===== src/rtl/csa_pipelined_adder_if.sv =====
// Operand/result handshake bundle for csa_pipelined_adder.
// master drives operands and out_ready; slave is the adder.
interface csa_pipelined_adder_if #(
   parameter int unsigned WIDTH = 32
);
   logic             in_valid;
   logic             in_ready;
   logic [WIDTH-1:0] input1;
   logic [WIDTH-1:0] input2;
   logic             cin;
   logic             sub;
   logic             out_valid;
   logic             out_ready;
   logic [WIDTH-1:0] result;
   logic             cout;
   logic             overflow;

   modport master (
      output in_valid, input1, input2, cin, sub, out_ready,
      input  in_ready, out_valid, result, cout, overflow
   );

   modport slave (
      input  in_valid, input1, input2, cin, sub, out_ready,
      output in_ready, out_valid, result, cout, overflow
   );
endinterface


===== src/rtl/csa_pipelined_adder.sv =====
// Pipelined carry-select add/sub: one SEG_WIDTH segment resolved per clock,
// valid/ready on both sides, whole pipe stalls together under backpressure.
module csa_pipelined_adder #(
   parameter int unsigned WIDTH     = 32,
   parameter int unsigned SEG_WIDTH = 8,
   parameter int unsigned BLOCK     = 4
) (
   input logic                  clk,
   input logic                  rst_n,
   csa_pipelined_adder_if.slave bus
);

   localparam int unsigned STAGES = WIDTH / SEG_WIDTH;
   localparam int unsigned NBLK   = SEG_WIDTH / BLOCK;

   if ((WIDTH % SEG_WIDTH) != 0 || (SEG_WIDTH % BLOCK) != 0) begin : g_bad_params
      $error("csa_pipelined_adder: WIDTH must be a multiple of SEG_WIDTH and SEG_WIDTH of BLOCK");
   end

   // Returns {carry into segment MSB, carry out, sum}; each block ripples both
   // carry hypotheses and the real block carry picks one.
   function automatic logic [SEG_WIDTH+1:0] cs_add(
      input logic [SEG_WIDTH-1:0] a,
      input logic [SEG_WIDTH-1:0] b,
      input logic                 c
   );
      logic [SEG_WIDTH-1:0] s;
      logic [BLOCK-1:0]     s0;
      logic [BLOCK-1:0]     s1;
      logic                 carry;
      logic                 c_top;
      logic                 k0;
      logic                 k1;
      logic                 t0;
      logic                 t1;
      logic                 ai;
      logic                 bi;
      s     = '0;
      s0    = '0;
      s1    = '0;
      carry = c;
      c_top = c;
      for (int unsigned j = 0; j < NBLK; j++) begin
         k0 = 1'b0;
         k1 = 1'b1;
         t0 = 1'b0;
         t1 = 1'b1;
         for (int unsigned i = 0; i < BLOCK; i++) begin
            ai    = a[j*BLOCK+i];
            bi    = b[j*BLOCK+i];
            t0    = k0;
            t1    = k1;
            s0[i] = ai ^ bi ^ k0;
            s1[i] = ai ^ bi ^ k1;
            k0    = (ai & bi) | (k0 & (ai ^ bi));
            k1    = (ai & bi) | (k1 & (ai ^ bi));
         end
         s[j*BLOCK +: BLOCK] = carry ? s1 : s0;
         c_top = carry ? t1 : t0;
         carry = carry ? k1 : k0;
      end
      return {c_top, carry, s};
   endfunction

   logic             w_adv;
   logic [WIDTH-1:0] w_b_cond;
   logic             w_c_cond;

   logic             r_out_valid;
   logic [WIDTH-1:0] r_result;
   logic             r_cout;
   logic             r_overflow;

   assign w_adv         = !r_out_valid || bus.out_ready;
   assign w_b_cond      = bus.sub ? ~bus.input2 : bus.input2;
   assign w_c_cond      = bus.sub ^ bus.cin;

   assign bus.in_ready  = w_adv;
   assign bus.out_valid = r_out_valid;
   assign bus.result    = r_result;
   assign bus.cout      = r_cout;
   assign bus.overflow  = r_overflow;

   // Stage k keeps the resolved low bits plus the still-unused high operand slices.
   genvar k;
   for (k = 0; k < STAGES - 1; k++) begin : g_mid
      localparam int unsigned AW = WIDTH - k * SEG_WIDTH;
      localparam int unsigned SW = (k + 1) * SEG_WIDTH;

      logic [AW-1:0]           w_a;
      logic [AW-1:0]           w_b;
      logic                    w_c;
      logic                    w_v;
      logic [SEG_WIDTH:0]      w_add;
      logic [SW-1:0]           w_sum;

      logic                    r_v;
      logic                    r_carry;
      logic [AW-SEG_WIDTH-1:0] r_ahi;
      logic [AW-SEG_WIDTH-1:0] r_bhi;
      logic [SW-1:0]           r_sum;

      if (k == 0) begin : g_src
         assign w_a   = bus.input1;
         assign w_b   = w_b_cond;
         assign w_c   = w_c_cond;
         assign w_v   = bus.in_valid;
         assign w_sum = w_add[SEG_WIDTH-1:0];
      end else begin : g_src
         assign w_a   = g_mid[k-1].r_ahi;
         assign w_b   = g_mid[k-1].r_bhi;
         assign w_c   = g_mid[k-1].r_carry;
         assign w_v   = g_mid[k-1].r_v;
         assign w_sum = {w_add[SEG_WIDTH-1:0], g_mid[k-1].r_sum};
      end

      assign w_add = (SEG_WIDTH + 1)'(cs_add(w_a[SEG_WIDTH-1:0], w_b[SEG_WIDTH-1:0], w_c));

      always_ff @(posedge clk) begin
         if (!rst_n) begin
            r_v     <= 1'b0;
            r_carry <= 1'b0;
            r_ahi   <= '0;
            r_bhi   <= '0;
            r_sum   <= '0;
         end else if (w_adv) begin
            r_v     <= w_v;
            r_carry <= w_add[SEG_WIDTH];
            r_ahi   <= w_a[AW-1:SEG_WIDTH];
            r_bhi   <= w_b[AW-1:SEG_WIDTH];
            r_sum   <= w_sum;
         end
      end
   end

   logic [SEG_WIDTH-1:0] w_la;
   logic [SEG_WIDTH-1:0] w_lb;
   logic                 w_lc;
   logic                 w_lv;
   logic [SEG_WIDTH+1:0] w_ladd;
   logic [WIDTH-1:0]     w_lres;

   if (STAGES == 1) begin : g_last_src
      assign w_la   = bus.input1[SEG_WIDTH-1:0];
      assign w_lb   = w_b_cond[SEG_WIDTH-1:0];
      assign w_lc   = w_c_cond;
      assign w_lv   = bus.in_valid;
      assign w_lres = w_ladd[SEG_WIDTH-1:0];
   end else begin : g_last_src
      assign w_la   = g_mid[STAGES-2].r_ahi;
      assign w_lb   = g_mid[STAGES-2].r_bhi;
      assign w_lc   = g_mid[STAGES-2].r_carry;
      assign w_lv   = g_mid[STAGES-2].r_v;
      assign w_lres = {w_ladd[SEG_WIDTH-1:0], g_mid[STAGES-2].r_sum};
   end

   assign w_ladd = cs_add(w_la, w_lb, w_lc);

   // The final segment doubles as the output register.
   always_ff @(posedge clk) begin
      if (!rst_n) begin
         r_out_valid <= 1'b0;
         r_result    <= '0;
         r_cout      <= 1'b0;
         r_overflow  <= 1'b0;
      end else if (w_adv) begin
         r_out_valid <= w_lv;
         r_result    <= w_lres;
         r_cout      <= w_ladd[SEG_WIDTH];
         r_overflow  <= w_ladd[SEG_WIDTH+1] ^ w_ladd[SEG_WIDTH];
      end
   end

endmodule

===== src/flat_wrapper.sv =====
// flat-port wrapper written by rule: the top's interface ports become plain ports
module csa_pipelined_adder_flat 
#(
   parameter int unsigned WIDTH     = 32,
   parameter int unsigned SEG_WIDTH = 8,
   parameter int unsigned BLOCK     = 4
)
  (clk, rst_n, bus_in_valid, bus_input1, bus_input2, bus_cin, bus_sub, bus_out_ready, bus_in_ready, bus_out_valid, bus_result, bus_cout, bus_overflow);
  csa_pipelined_adder_if #(.WIDTH(WIDTH)) bus_i ();
  input logic clk;
  input logic rst_n;
  input wire logic [$bits(bus_i.in_valid)-1:0] bus_in_valid;
  input wire logic [$bits(bus_i.input1)-1:0] bus_input1;
  input wire logic [$bits(bus_i.input2)-1:0] bus_input2;
  input wire logic [$bits(bus_i.cin)-1:0] bus_cin;
  input wire logic [$bits(bus_i.sub)-1:0] bus_sub;
  input wire logic [$bits(bus_i.out_ready)-1:0] bus_out_ready;
  output wire logic [$bits(bus_i.in_ready)-1:0] bus_in_ready;
  output wire logic [$bits(bus_i.out_valid)-1:0] bus_out_valid;
  output wire logic [$bits(bus_i.result)-1:0] bus_result;
  output wire logic [$bits(bus_i.cout)-1:0] bus_cout;
  output wire logic [$bits(bus_i.overflow)-1:0] bus_overflow;
  assign bus_i.in_valid = bus_in_valid;
  assign bus_i.input1 = bus_input1;
  assign bus_i.input2 = bus_input2;
  assign bus_i.cin = bus_cin;
  assign bus_i.sub = bus_sub;
  assign bus_i.out_ready = bus_out_ready;
  assign bus_in_ready = bus_i.in_ready;
  assign bus_out_valid = bus_i.out_valid;
  assign bus_result = bus_i.result;
  assign bus_cout = bus_i.cout;
  assign bus_overflow = bus_i.overflow;
  csa_pipelined_adder #(.WIDTH(WIDTH), .SEG_WIDTH(SEG_WIDTH), .BLOCK(BLOCK)) u_core (.clk(clk), .rst_n(rst_n), .bus(bus_i));
endmodule

===== config.mk =====
export PLATFORM = sky130hd
export DESIGN_NAME = csa_pipelined_adder_flat
export DESIGN_NICKNAME = d
export VERILOG_FILES = /design/src/rtl/csa_pipelined_adder_if.sv /design/src/rtl/csa_pipelined_adder.sv /design/src/flat_wrapper.sv
export SDC_FILE = /design/constraint.sdc
export NUM_CORES = 1
export LEC_CHECK = 0
export CAP_MARGIN = 20
export CORE_MARGIN = 2
export CORE_UTILIZATION = 45
export CTS_CLUSTER_DIAMETER = 50
export DETAILED_ROUTE_END_ITERATION = 10
export PLACE_DENSITY_LB_ADDON = 0.12
export SLEW_MARGIN = 20
export SYNTH_ARGS = -nofsm -noshare
export SYNTH_HDL_FRONTEND = slang
export SYNTH_SLANG_ARGS = --single-unit

===== constraint.sdc =====
create_clock -name clk -period 5.9 [get_ports clk]
set_input_delay 1.77 -clock clk [delete_from_list [all_inputs] [get_ports clk]]
set_output_delay 1.77 -clock clk [all_outputs]
set_load 0.03 [all_outputs]

Word level (Yosys, flattened, before mapping). Cells that the tools add are included.

Add/sub/neg operators: 0. Multiply operators: 0. Div/mod/pow operators: 0. Order comparisons: 0. Eq/ne operators: 0. Shifts and indexed selects: 0. Multiplexer cells: 18. Bitwise logic cells: 227. Reduce and logical (&&, ||, !) cells: 2.

Operators by type and width (number): $xor 1x1->1 (82); $and 1x1->1 (80); $or 1x1->1 (56); $mux 32 (1); $mux 4 (8); $not 32->32 (1); $mux 1 (9); $not 1->1 (8); $logic_not 1->1 (1); $logic_or 1x1->1 (1).

Register bits: 185. Bits in latches: 0. Memory bits (writable): 0. ROM bits: 0. Input port bits: 70. Output and inout bits: 36. Logic and storage cells: 266. Memories: 0.

Logic depth before layout (Yosys ltp). Gate-level depths: netlist (run 1).

Word-level depth: 12. Mapped depth: 19. Depth with buffers taken out: 17.

Least setup slack after synthesis (run 1). Ideal clock, no wire load.

Path kind: input port to flip-flop. From: input bus_sub. To: register u_core.g_mid[0].r_sum[7]. Library setup time: 76 ps. Data arrival time: 5303 ps. Data required time: 5824 ps. Path slack: 522 ps. Stages on the path: 19. Buffers on the path: 2. Cell sequence: buf_2 -> buf_2 -> xor2_1 -> inv_1 -> ha_1 -> nand2_1 -> o21ai_0 -> fa_1 -> fa_1 -> fa_1 -> nand2_1 -> o21ai_0 -> fa_1 -> inv_1 -> fa_1 -> inv_1 -> fa_1 -> nand2_1 -> a21boi_0.

Word-level cells in the longest chain between the ends: 11. Elaborated cells between the ends (all ways): 43. Those cells by class: 3 x mux; 40 x bitwise.

Ends and longest elaborated chain: from (decl) (line flat_wrapper.sv:16) `input wire logic [$bits(bus_i.sub)-1:0] bus_sub;`; $mux 32 (line csa_pipelined_adder.sv:75) `assign w_b_cond = bus.sub ? ~bus.input2 : bus.input2;`; $and 1x1->1 or $xor 1x1->1 (tied branches) (line csa_pipelined_adder.sv:55, csa_pipelined_adder.sv:56); $or 1x1->1 (line csa_pipelined_adder.sv:56) `k1 = (ai & bi) | (k1 & (ai ^ bi));`; $and 1x1->1 (line csa_pipelined_adder.sv:56); $or 1x1->1 (line csa_pipelined_adder.sv:56); $and 1x1->1 (line csa_pipelined_adder.sv:56); $or 1x1->1 (line csa_pipelined_adder.sv:56); $and 1x1->1 (line csa_pipelined_adder.sv:56); $or 1x1->1 (line csa_pipelined_adder.sv:56); $mux 1 (line csa_pipelined_adder.sv:60) `carry = carry ? k1 : k0;`; $mux 4 (*) (line csa_pipelined_adder.sv:58) `s[j*BLOCK +: BLOCK] = carry ? s1 : s0;`; named net u_core.g_mid[0].w_add[7] (line csa_pipelined_adder.sv:94) `logic [SEG_WIDTH:0] w_add;`; to (signal assigned) (line csa_pipelined_adder.sv:131) `r_sum <= w_sum;`; to (decl) (line csa_pipelined_adder.sv:101) `logic [SW-1:0] r_sum;`.

The timed path passes the listed nets; every way through them passes the cells marked *. A chain may end at the register's enable or synchronous reset.

Worst setup path after layout (run 1).
From: input bus_input2[0]. To: register u_core.g_mid[0].r_sum[7].

Word-level cells in the longest chain between the ends: 12. Elaborated cells between the ends (all ways): 19. Those cells by class: 3 x mux; 16 x bitwise.

Ends and longest elaborated chain: from (decl) (line flat_wrapper.sv:14) `input wire logic [$bits(bus_i.input2)-1:0] bus_input2;`; $not 32->32 (line csa_pipelined_adder.sv:75); $mux 32 (*) (line csa_pipelined_adder.sv:75); $and 1x1->1 or $xor 1x1->1 (tied branches) (line csa_pipelined_adder.sv:55, csa_pipelined_adder.sv:56); $or 1x1->1 (line csa_pipelined_adder.sv:56); $and 1x1->1 (line csa_pipelined_adder.sv:56); $or 1x1->1 (line csa_pipelined_adder.sv:56); $and 1x1->1 (line csa_pipelined_adder.sv:56); $or 1x1->1 (line csa_pipelined_adder.sv:56); $and 1x1->1 (line csa_pipelined_adder.sv:56); $or 1x1->1 (line csa_pipelined_adder.sv:56); $mux 1 (*) (line csa_pipelined_adder.sv:60); $mux 4 (*) (line csa_pipelined_adder.sv:58); named net u_core.g_mid[0].w_add[7] (line csa_pipelined_adder.sv:94).

Marks and branches as above.

==> reports/results.ini, run 1 <==
[worst_setup_path]
reg2reg_from=u_core.g_mid[2].r_bhi[0]$_SDFFE_PN0P_
critPathArrivalTime_ps=5550
startpoint_type=input pin
r2r_cells=14
path_max_fanout=3
crit_end=u_core.g_mid[0].r_sum[7]$_SDFFE_PN0P_
worst-endpoint-required_ps=6250
worstSetupPathType=in2reg
crit_start=bus_input2[0]
r2r_end=u_core.bus.result[31]$_SDFFE_PN0P_
end_kind=flop
reg2reg_setup_slack_ps=1910

[clock_tree]
cts_inserted_buffers=17
clock_sinks=185
cts_resized=0
htree_levels=4
postCtsHoldBufs=0
cts.root.buffer_cell=clkbuf_16
postCtsSetupBuffers=0
clk_pin_slew_ps=70
cts_tree=yes
clk_latency_ps=420
clockBufferDepth=2

[detailed_routing]
dr.first_iter.drc_count=312
antenna_left=0
drc_errors=0
detail_route.wl_per_cell_microns=12.6
avgViaCountPerCell=4.76
wl_mm=15.2
route.vias.total=5727
first_pass_iters=4

[pwr]
power.total_mw=2.96
irDropWorstVdd_v=0.000220
powerDensity_mw_per_mm2=303
power_leakage_nw=4.07

[die]
fp.dieW_microns=138
ios=106
rows=48
dieArea_sq_mm=0.0190
initial_core_util=0.462
core_area_sq_mm=0.0174
die_h_microns=138

[global_route]
grt-ovfl-total=0
grt_pass1_vias=5204
grt_usage=0.169
grt_pass1_wl_mm=25.4
antenna_found_initial=0
grt_start_max_net_pins=106

[finish]
drive_gt1_frac=0.0450
multi_input_area_sq_mm=0.00385
antennaDiodeCount=0
fin_area_sq_mm=0.00975
area_growth_syn_to_layout_pct=21.2
fillers=1605
nNetsFinal=1075
finalNonFillerCells=1203
final_cell_mix=327 x nand2_1, 185 x dfxtp_1, 134 x a21boi_0
final_common_cell=nand2_1
seqCellArea_sq_mm=0.00370

[placed_design]
place_inst=1171
dpl.hpwl_mm=9.38
port_buffers=105
placed_cell_area_sq_mm=0.00910
pre_cts_ws_ps=261
place_congestion=0.731

[synth]
postSynthAreaPerCell_sq_um=8.94
async_flop_share=0
synthAdderAreaFrac=0.0846
ys.flop_type=dfxtp_1
ys_types=24
synth_top_family_by_area=compound AO/OA/AOI/OAI gates
synthSimpleGateAreaFrac=0.158
synth_nets=1010
synth_xor_xnor_area_share=0.0446
synth_edf_count=0
yosysSeqAreaShare=0.460
synth_mux_area_frac=0.00124
synth_area_sq_mm=0.00805
yosysWarnings=0
ys_ff_latch=185
synth_compound_area_frac=0.190
postSynthCellCount=900

[sta]
finalHoldViolCount=0
fmax_mhz=192
setup_ws_ps=703
setup_viol_count_final=0
fin_crit_sh=0.881
slew_headroom=0.301
finClkSkew_ps=7.11
setup-tns-final_ps=0
rsz0062_at_grt=no
finalMaxSlewViolations=0
worstMarginPinSlew_ps=1050
period_needed_ps=5200

[hold_path]
hp-class=reg2reg

[flow_run]
cap_violations=0

[run_status]
status=finished, final reports clean

-- cells in the mapped netlist, drive strengths merged (5+ instances only) --
| library cell | instances | area [sq um] |
|---|---|---|
| a21oi | 5 | 25.0 |
| xnor2 | 36 | 315 |
| nor2 | 5 | 18.8 |
| ha | 16 | 200 |
| nand2 | 327 | 1230 |
| inv | 39 | 146 |
| o211a | 41 | 410 |
| clkbuf | 27 | 101 |
| fa | 24 | 480 |
| buf | 39 | 246 |
| a21boi | 142 | 1070 |
| xor2 | 5 | 43.8 |
| dfxtp | 185 | 3700 |
-- cell families after synthesis --
kind of cell             after synthesis
buffers and inverters                105
multiplexers                           1
XOR/XNOR                              41
adder cells (fa/ha/maj)               40
AO/OA/AOI/OAI                        192
flip-flops                           185
AND/OR/NAND/NOR                      336
-- layer usage --
metal  up-vias  global-route usage  routed length, microns
li1       3005                   -                       -
met1      2621               0.236                    7730
met2        80               0.259                    6760
met3        21              0.0394                     478
met4         0              0.0544                     209
met5         -                   0                       0
-- flip-flops by register name, indices dropped and copies added (netlist names), 3 cells and up --
register,count
u_core.g_mid.r_bhi,48
u_core.bus.result,32
u_core.g_mid.r_carry,3
u_core.g_mid.r_v,3
u_core.g_mid.r_ahi,48
u_core.g_mid.r_sum,48
-- layout make-up --
type,instances,area share
multi-input cells,610,0.395
repair buffers,112,0.113
flip-flops and latches,185,0.380
clock buffers,18,0.0450
inverters,39,0.0155
well taps,225,0.0289
clock inverters,14,0.0223
-- metrics by stage --
step / hold slack, ps / utilization
after floorplan: 431 / -
after global placement: 440 / 0.522
after detailed placement: 444 / 0.522
after CTS: 453 / 0.560
after global routing: 470 / 0.560
final: 451 / 0.560
-- power by group --
group | internal, mW | switching (mW) | leakage (nW)
clock | 0.767 | 0.497 | 0.313
combinational | 0.163 | 0.148 | 2.23
sequential | 1.33 | 0.0463 | 1.52
total | 2.26 | 0.691 | 4.07
-- worst min-delay path by stage --
stage	startpoint	end	slack (ps)	cells past startpoint
after floorplan	u_core.g_mid[1].r_bhi[15]$_SDFFE_PN0P_	u_core.g_mid[1].r_bhi[15]$_SDFFE_PN0P_	430	2
after global placement	u_core.bus.result[0]$_SDFFE_PN0P_	u_core.bus.result[0]$_SDFFE_PN0P_	440	2
after CTS	u_core.bus.result[17]$_SDFFE_PN0P_	u_core.bus.result[17]$_SDFFE_PN0P_	450	2
after detailed placement	u_core.bus.result[17]$_SDFFE_PN0P_	u_core.bus.result[17]$_SDFFE_PN0P_	440	2
final	u_core.bus.result[17]$_SDFFE_PN0P_	u_core.bus.result[17]$_SDFFE_PN0P_	450	2
after global routing	u_core.bus.result[17]$_SDFFE_PN0P_	u_core.bus.result[17]$_SDFFE_PN0P_	470	2
-- worst max-delay path, stage by stage --
cell	delay [ps]
clkdlybuf4s50_1	470
xor2_1	190
inv_1	70
ha_1	180
nand2_1	50
o21ai_0	110
fa_1	400
fa_1	390
fa_1	420
nand2_1	80
o21ai_0	100
fa_1	360
inv_1	70
fa_1	150
inv_1	50
fa_1	470
nand2_1	40
a21boi_0	170
Note: power is estimated with default switching activity, not from simulation.
==> inputs of run 2 (changes only) <==
CORE_ASPECT_RATIO = 0.5   (was default)
RECOVER_POWER = 50   (was default)
==> run 2 against run 1 <==
Net effect: the run now ends with capacitance limit, slew limit left; critical path depth unchanged; hold slack improved by 7.4 ps; clock-buffer cell count grew 1; core utilization is 0.58 points lower; combinational power barely moved; register-to-register slack got worse by 80 ps; routed wire length up 2.4%; setup slack worse by 170 ps; via count is 1.1% higher; sequential share of layout area rose by 0.34 points; total power decreased by 4.5%; global-route usage is 0.22 points higher; critical path type unchanged; critical endpoint unchanged; largest power group unchanged; highest routed layer unchanged.
==> reports/results.ini, run 2 (synthesis gave the netlist of run 1 again) <==
[run_status]
status=finished with violations
violations=capacitance limit, slew limit

[clock_tree]
postCtsHoldBufs=0  ; unchanged
postCtsSetupBuffers=0  ; unchanged
clk_pin_slew_ps=70  ; about the same
clock_sinks=185  ; unchanged
cts_inserted_buffers=17  ; unchanged
cts_resized=0  ; unchanged
clk_latency_ps=430  ; about the same
cts_tree=yes
htree_levels=4  ; unchanged
cts.root.buffer_cell=clkbuf_16
clockBufferDepth=2  ; unchanged

[worst_setup_path]
worst_path_dominant_cell_family=adder cells
end_kind=flop
startpoint_type=input pin
critPathSlowestCell=dlygate4sd3_1
worstSetupPathType=in2reg
crit_path_frequent_cell=fa_1
slowest_delay_ps=540  ; +70 ps
path_max_fanout=3  ; unchanged
path_buf_inv=4  ; unchanged
cp_cell_sequence=dlygate4sd3_1 -> xor2_1 -> inv_1 -> ha_1 -> nand2_1 -> o21ai_0 -> fa_1 -> fa_1 -> fa_1 -> nand2_1 -> o21ai_0 -> fa_1 -> inv_1 -> fa_1 -> inv_1 -> fa_1 -> nand2_1 -> a21boi_0
critPathArrivalTime_ps=5720  ; +170 ps
worst-endpoint-required_ps=6250  ; about the same

[finish]
nNetsFinal=1075  ; unchanged
finalNonFillerCells=1212  ; +0.75%
fin_area_sq_mm=0.00967  ; -0.89%
antennaDiodeCount=0  ; unchanged
final_common_cell=nand2_1
drive_gt1_frac=0.0419  ; -0.00307
reg.largest.list=u_core.g_mid.r_ahi: 48 flops, u_core.g_mid.r_bhi: 48 flops, u_core.g_mid.r_sum: 48 flops
area_growth_syn_to_layout_pct=20.2
fillers=1648  ; +2.7%
final_cell_mix=327 x nand2_1, 185 x dfxtp_1, 140 x a21boi_0

[placed_design]
place_inst=1180  ; +0.77%
pre_cts_ws_ps=192  ; -68.9 ps
place_congestion=0.793  ; +8.5%
placed_cell_area_sq_mm=0.00910  ; about the same
dpl.hpwl_mm=10.1  ; +7.4%
port_buffers=105  ; unchanged

[pwr]
power.switching_mw=0.710  ; +2.8%
swShare=0.252  ; +0.0177
power_frac_comb=0.111  ; +0.006
powerDensity_mw_per_mm2=292  ; -3.6%
irDropWorstVdd_v=0.000205  ; -6.8%
power.total_mw=2.82  ; -4.5%
power_leakage_nw=4.15  ; +1.9%
internal-power_mw=2.11  ; -6.7%
power_frac_seq=0.489  ; +0.022
clkPwrFrac=0.400  ; -0.028

[sta]
fmax_mhz=186  ; -3.1%
slew_headroom=-0.508  ; -0.809
finClkSkew_ps=9.80  ; +2.69 ps
fin_crit_sh=0.909  ; +0.0283
setup_ws_ps=536  ; -167 ps
period_needed_ps=5360  ; +167 ps
rsz0062_at_grt=no
setup-tns-final_ps=0  ; unchanged
setup_viol_count_final=0  ; unchanged
finalMaxSlewViolations=117  ; +117
worstMarginPinSlew_ps=2260  ; +1210 ps
finalHoldViolCount=0  ; unchanged

[detailed_routing]
detail_route.wl_per_cell_microns=12.8  ; +1.7%
antenna_left=0  ; unchanged
avgViaCountPerCell=4.78  ; +0.31%
route.vias.total=5788  ; +1.1%
dr.first_iter.drc_count=259  ; -17%
first_pass_iters=4  ; unchanged
drc_errors=0  ; unchanged
wl_mm=15.5  ; +2.4%

[global_route]
antenna_found_initial=0  ; unchanged
grt_start_max_net_pins=93  ; -12%
grt_usage=0.171  ; +0.00222
grt_pass1_vias=5376  ; +3.3%
grt-ovfl-total=0  ; unchanged
grt_pass1_wl_mm=26.0  ; +2.7%

[die]
core_area_sq_mm=0.0174  ; +0.14%
ios=106  ; unchanged
dieArea_sq_mm=0.0190  ; +0.34%
fp.dieW_microns=193  ; +40%
rows=34  ; -29%
initial_core_util=0.461  ; -0.000663
die_h_microns=98.5  ; -28%

[flow_run]
cap_violations=2  ; +2

[hold_path]
hp-class=reg2reg

-- run 2: cell count changes in the layout (fill, tap and decap cells not counted), moves of 3 or more --
cell,change
a21boi_0,+6
clkinvlp_4,-3
clkdlybuf4s50_1,-37
bufinv_16,-4
dlygate4sd3_1,+37
clkinv_4,+4
a21boi_1,-6
-- run 2: layout make-up --
type	instances	area [sq um]	area share
multi-input combinational	610	3850	0.398
sequential	185	3700	0.383
timing repair buffer	112	1080	0.112
clock buffer	19	453	0.0468
tap	234	293	0.0303
inverter	39	151	0.0157
clock inverter	13	136	0.0141
-- run 2: final timing paths --
| kind | to | slack [ps] | from | depth (start not counted) |
|---|---|---|---|---|
| min reg2reg | u_core.g_mid[1].r_ahi[7]$_SDFFE_PN0P_ | 460 | u_core.g_mid[1].r_ahi[7]$_SDFFE_PN0P_ | 2 |
| min | u_core.g_mid[1].r_ahi[7]$_SDFFE_PN0P_ | 460 | u_core.g_mid[1].r_ahi[7]$_SDFFE_PN0P_ | 2 |
| max reg2reg | u_core.bus.overflow$_SDFFE_PN0P_ | 1830 | u_core.g_mid[2].r_bhi[0]$_SDFFE_PN0P_ | 15 |
| max | u_core.g_mid[0].r_sum[7]$_SDFFE_PN0P_ | 540 | bus_input2[0] | 18 |
-- run 2: power by group through the flow --
| stage | logic (mW) | registers, mW | clock network [mW] |
|---|---|---|---|
| after global routing | 0.356 | 1.39 | 1.22 |
| final | 0.313 | 1.38 | 1.13 |
| after floorplan | 0.192 | 1.42 | 0 |
| after global placement | 0.315 | 1.41 | 0 |
| after CTS | 0.323 | 1.38 | 1.16 |
| after detailed placement | 0.320 | 1.41 | 0 |
-- run 2: worst register-to-register path, cell delays in order, from the launching register on --
cell and delay [ps]:
dfxtp_1 330, ha_1 190, inv_1 40, mux2i_1 80, fa_1 480, fa_1 480
fa_1 500, nor2_1 130, a21oi_1 70, fa_1 460, fa_1 460, inv_1 100
fa_1 270, xnor2_1 150, nand2_1 80, a21boi_1 180
-- run 2: metrics by stage --
step / hold slack [ps] / utilization
after floorplan: 431 / -
after global placement: 441 / 0.522
after detailed placement: 446 / 0.522
after CTS: 454 / 0.555
after global routing: 471 / 0.554
final: 458 / 0.554
-- run 2: per-layer routing --
| layer | GRT usage | share of wire | wire length, microns |
|---|---|---|---|
| met4 | 0.0536 | 0.013 | 203 |
| met1 | 0.246 | 0.53 | 8230 |
| met5 | 0 | 0 | 0 |
| met3 | 0.0388 | 0.030 | 462 |
| met2 | 0.255 | 0.43 | 6650 |
==> inputs of run 3 (changes only) <==
TNS_END_PERCENT = 20   (was default)
==> results of run 3 <==
No change in the layout: final DEF, timing and power equal those of run 2.
